[config.mk]
export PLATFORM = sky130hd
export DESIGN_NAME = mult16_rr_scheduler
export DESIGN_NICKNAME = d
export VERILOG_FILES = /design/src/rtl/mult16_rr_scheduler.sv
export SDC_FILE = /design/constraint.sdc
export NUM_CORES = 1
export LEC_CHECK = 0
export CAP_MARGIN = 25
export CORE_MARGIN = 3
export CORE_UTILIZATION = 38
export CTS_BUF_LIST = sky130_fd_sc_hd__clkbuf_4 sky130_fd_sc_hd__clkbuf_8
export CTS_CLUSTER_SIZE = 30
export DETAILED_ROUTE_END_ITERATION = 12
export GPL_TIMING_DRIVEN = 1
export SLEW_MARGIN = 20
export SYNTH_ARGS = -nofsm -noshare
export SYNTH_HDL_FRONTEND = slang
export SYNTH_SLANG_ARGS = --single-unit
[constraint.sdc]
create_clock -name clk -period 23.2 [get_ports clk]
set_input_delay 4.64 -clock clk [delete_from_list [all_inputs] [get_ports clk]]
set_output_delay 4.64 -clock clk [all_outputs]
set_load 0.005 [all_outputs]
[src/rtl/mult16_rr_scheduler.sv]
// Round-robin front end sharing one 16x16 unsigned array multiplier between two requesters.
// Latency: SETTLE_CYCLES edges from request handshake to rsp_valid; backpressure: response held until rsp_ready, no new grants until drained.
// Backpressure: reqN_ready only in IDLE, so a stalled response blocks both requesters.
module mult16_rr_scheduler #(
    parameter int unsigned SETTLE_CYCLES = 2
) (
    input  logic        clk,
    input  logic        rst,
    input  logic        req0_valid,
    output logic        req0_ready,
    input  logic [15:0] req0_a,
    input  logic [15:0] req0_b,
    input  logic        req1_valid,
    output logic        req1_ready,
    input  logic [15:0] req1_a,
    input  logic [15:0] req1_b,
    output logic        rsp_valid,
    input  logic        rsp_ready,
    output logic        rsp_id,
    output logic [31:0] rsp_product,
    output logic        busy
);

    localparam logic [1:0] IDLE = 2'd0;
    localparam logic [1:0] WAIT = 2'd1;
    localparam logic [1:0] RESP = 2'd2;
    localparam logic [3:0] SETTLE_LD = 4'(SETTLE_CYCLES);

    logic [1:0]  state;
    logic [3:0]  cnt;
    logic        last_grant;
    logic [15:0] op_a;
    logic [15:0] op_b;
    logic [31:0] mul_p;
    logic        grant_vld;
    logic        grant_id;

    // Tie goes to the requester not served last; readys are held low while rst is high.
    always_comb begin
        grant_vld = (state == IDLE) && !rst && (req0_valid || req1_valid);
        grant_id  = (req0_valid && req1_valid) ? ~last_grant : req1_valid;
    end

    assign req0_ready = grant_vld && !grant_id;
    assign req1_ready = grant_vld && grant_id;
    assign busy       = (state != IDLE);

    sixteen_bit_multiplier u_mul (
        .a (op_a),
        .b (op_b),
        .p (mul_p)
    );

    always_ff @(posedge clk or posedge rst) begin
        if (rst) begin
            state       <= IDLE;
            cnt         <= 4'd0;
            last_grant  <= 1'b1;
            op_a        <= 16'd0;
            op_b        <= 16'd0;
            rsp_valid   <= 1'b0;
            rsp_id      <= 1'b0;
            rsp_product <= 32'd0;
        end else begin
            case (state)
                IDLE: begin
                    if (grant_vld) begin
                        op_a       <= grant_id ? req1_a : req0_a;
                        op_b       <= grant_id ? req1_b : req0_b;
                        rsp_id     <= grant_id;
                        last_grant <= grant_id;
                        cnt        <= SETTLE_LD;
                        state      <= WAIT;
                    end
                end
                WAIT: begin
                    // Exiting at <=1 keeps an illegal zero setting from wrapping the counter.
                    if (cnt <= 4'd1) begin
                        cnt         <= 4'd0;
                        rsp_product <= mul_p;
                        rsp_valid   <= 1'b1;
                        state       <= RESP;
                    end else begin
                        cnt <= cnt - 4'd1;
                    end
                end
                RESP: begin
                    if (rsp_ready) begin
                        rsp_valid <= 1'b0;
                        state     <= IDLE;
                    end
                end
                default: state <= IDLE;
            endcase
        end
    end

endmodule

// Combinational 16x16 unsigned shift-and-add array multiplier (SixTeenBitMultiplier).
// Latency: purely combinational, needs settle time before capture.
// Backpressure: none.
module sixteen_bit_multiplier (
    input  logic [15:0] a,
    input  logic [15:0] b,
    output logic [31:0] p
);

    logic [31:0] acc;

    // Each row adds a shifted partial product; the final carry lands in bit 31.
    always_comb begin
        acc = 32'd0;
        for (int i = 0; i < 16; i++) begin
            if (b[i]) begin
                acc = acc + ({16'd0, a} << i);
            end
        end
    end

    assign p = acc;

endmodule
==> results.py <==
metrics = {
    "outcome": {
        "outcome": "complete, no violations",
    },
    "route": {
        "vias": 18715,
        "wirelength_um": 62920,
        "ant_nets": 0,
        "vias_per_cell": 5.970,
        "dr.pass1.iters": 5,
        "wl_per_cell_um": 20.07,
        "drc_errors": 0,
        "drt_iter0_markers": 1383,
    },
    "timing": {
        "setup_violations": 0,
        "slew_viol_final": 0,
        "final.setup.worst_slack_ns": 1.362,
        "hold_viol_final": 0,
        "period_minus_slack_ns": 21.84,
        "slew_headroom_pct": 28.09,
        "fin_crit_sh_pct": 94.13,
        "fmax_mhz": 45.79,
        "worst_pin_slew_ns": 1.070,
        "skew_ns": 0.01930,
    },
    "place": {
        "dpl_worst_slack_ns": 0.001474,
        "io_buffers": 105,
        "place_congestion": 0.9306,
        "dp_hpwl_um": 48540,
    },
    "final_layout": {
        "antenna_cells": 0,
        "areaGrowthSynthToFinish_pct": 12.85,
        "final_common_cell": "nand2_1",
        "final_cell_mix": "290 x nand2_1, 258 x ha_1, 217 x o21ai_0",
        "layout.nets": 2872,
        "drive_above_1_share_pct": 6.548,
        "fill_cells": 4754,
    },
    "synthesis": {
        "ys_seq_area_share_pct": 10.34,
        "synth_cell_types": 96,
        "ys_warn_count": 0,
        "synth_cells": 2448,
        "syn_area_sq_um": 17680,
        "synthArstFlopShare_pct": 100.0,
        "synth_edf_count": 0,
        "avgSynthCellArea_sq_um": 7.220,
        "synth_flop_cell": "dfrtp_1",
        "syn_nets": 2790,
        "ys_seq_elements": 73,
    },
    "global_route": {
        "grt_use_total_pct": 24.32,
        "antenna_found_initial": 1,
        "grt_start_max_net_pins": 74,
        "grt_pass1_wl_um": 98090,
        "grt-ovfl-total": 0,
        "grt_pass1_vias": 18079,
    },
    "cts": {
        "cts_root_buffer": "clkbuf_8",
        "insertion_delay_ns": 0.38,
        "cts-htree-levels": 3,
        "clkSlewWorstSetupHoldPaths_ns": 0.10,
        "numClockSinks": 73,
        "clockBufferDepth": 2,
        "cts_tree": "done",
        "cts_buffers": 9,
    },
    "floorplanning": {
        "start_util_pct": 38.70,
        "pin_count": 106,
        "coreArea_sq_um": 45670,
        "dieArea_sq_um": 49140,
        "die_width_um": 221.7,
        "placementRows": 78,
        "die_h_um": 221.7,
    },
    "critical_path": {
        "max_stage_delay_ns": 0.55,
        "critPathRequiredTime_ns": 23.52,
        "slowest_stage": "dfrtp_2",
        "worstPathArrival_ns": 22.15,
        "crit_path_end_kind": "flip-flop",
        "cp_max_fo": 19,
        "path_common_cell": "ha_1",
        "critPathLaunchType": "flip-flop",
        "critical_path_class": "reg -> reg",
    },
    "job": {
        "maxCapViolCount": 0,
    },
    "hold_path": {
        "min-delay-path-class": "reg -> reg",
    },
}
==> worst paths after layout <==
path,start,endpoint,slack (ns),depth (start not counted)
min in group asynchronous,rst,op_a[6]$_DFFE_PP0P_,4.73,3
max in group asynchronous,rst,rsp_product[14]$_DFFE_PP0P_,17.87,4
worst max register to register,op_b[0]$_DFFE_PP0P_,rsp_product[30]$_DFFE_PP0P_,1.36,101
worst max-delay path,op_b[0]$_DFFE_PP0P_,rsp_product[30]$_DFFE_PP0P_,1.36,101
worst min register to register,rsp_product[0]$_DFFE_PP0P_,rsp_product[0]$_DFFE_PP0P_,0.48,2
worst min-delay path,rsp_product[0]$_DFFE_PP0P_,rsp_product[0]$_DFFE_PP0P_,0.48,2
==> what timing repair did <==
action | in CTS | in global routing
pin swaps | 0 | 1
gates resized for setup | 1 | 36
hold buffers | 0 | 0
endpoints found under the setup margin | 2 | 9
gates cloned | 0 | 0
buffers inserted | 0 | 4
==> routing by layer <==
metal | vias up | wire length [um] | part of all wire [%] | track usage [%]
met5 | - | 0 | 0 | 0
met4 | 0 | 1822 | 2.9 | 7.699
met3 | 117 | 2904 | 4.6 | 1.959
met2 | 530 | 29560 | 47 | 41.50
met1 | 8890 | 28640 | 46 | 32.61
li1 | 9178 | - | - | -
==> stage by stage <==
stage / utilization, % / TNS, ns / std cells / hold slack (ns) / instance area [sq um]
floorplan: - / 0 / 2448 / 0.4628 / 17680
global placement: 42.65 / 0 / 3113 / 0.4525 / 19480
detailed placement: 42.66 / 0 / 3114 / 0.4692 / 19490
CTS: 43.17 / 0 / 3130 / 0.4906 / 19720
global route: 43.67 / -0.01262 / 3135 / 0.5247 / 19950
finish: 43.67 / 0 / 3135 / 0.4822 / 19950
==> cell families (layout without fill, tap and decap cells) <==
family          count (synthesis)  count (layout)  share of synthesized area [%]
xor+xnor                      148             148                          7.333
flops                          73              73                          10.34
simple gates                  795             795                          20.41
fa+ha+maj                     273             273                          19.96
buf+inv                       206             293                          4.452
compound gates                866             866                          32.38
mux                            87              87                          5.118
==> cell usage after synthesis, types with 43 or more instances <==
cell type | number | area share (%)
nand2_1 | 291 | 6.2
ha_1 | 258 | 18
o21ai_0 | 223 | 6.3
nor2_1 | 215 | 4.6
a21oi_1 | 196 | 5.5
inv_1 | 126 | 2.7
xnor2_1 | 80 | 4.0
a21o_1 | 74 | 3.1
dfrtp_1 | 72 | 10
xor2_1 | 68 | 3.4
clkbuf_1 | 64 | 1.4
o21a_1 | 64 | 2.7
mux2i_1 | 60 | 3.4
nand3_1 | 58 | 1.6
nor3_1 | 48 | 1.4
nand2b_1 | 43 | 1.5
==> cell type report <==
| class | instances | area, sq um | share of cell area [%] |
|---|---|---|---|
| clock inverters | 7 | 98.84 | 0.4955 |
| repair buffers | 148 | 1384 | 6.937 |
| well taps | 600 | 750.7 | 3.763 |
| clock buffers | 9 | 123.9 | 0.6210 |
| flip-flops and latches | 73 | 1829 | 9.170 |
| inverters | 129 | 485.5 | 2.434 |
| multi-input cells | 2169 | 15280 | 76.58 |
==> critical path, delay by kind of cell (launching register included) <==
kind            cells  cell delay [ns]
fa+ha+maj          16             5.21
buf+inv             1             0.07
mux                 2             0.62
simple gates       21             3.86
xor+xnor            9             1.30
flops               1             0.55
compound gates     52            10.18
==> state kept, by name (all words and copies together) (netlist names) <==
name	flops
last_grant	1
state	2
rsp_valid	1
rsp_product	32
rsp_id	1
cnt	4
op_b	16
op_a	16
Power is not shown: default switching activity piles up to over one toggle a cycle in this logic, so the estimate is an artifact.
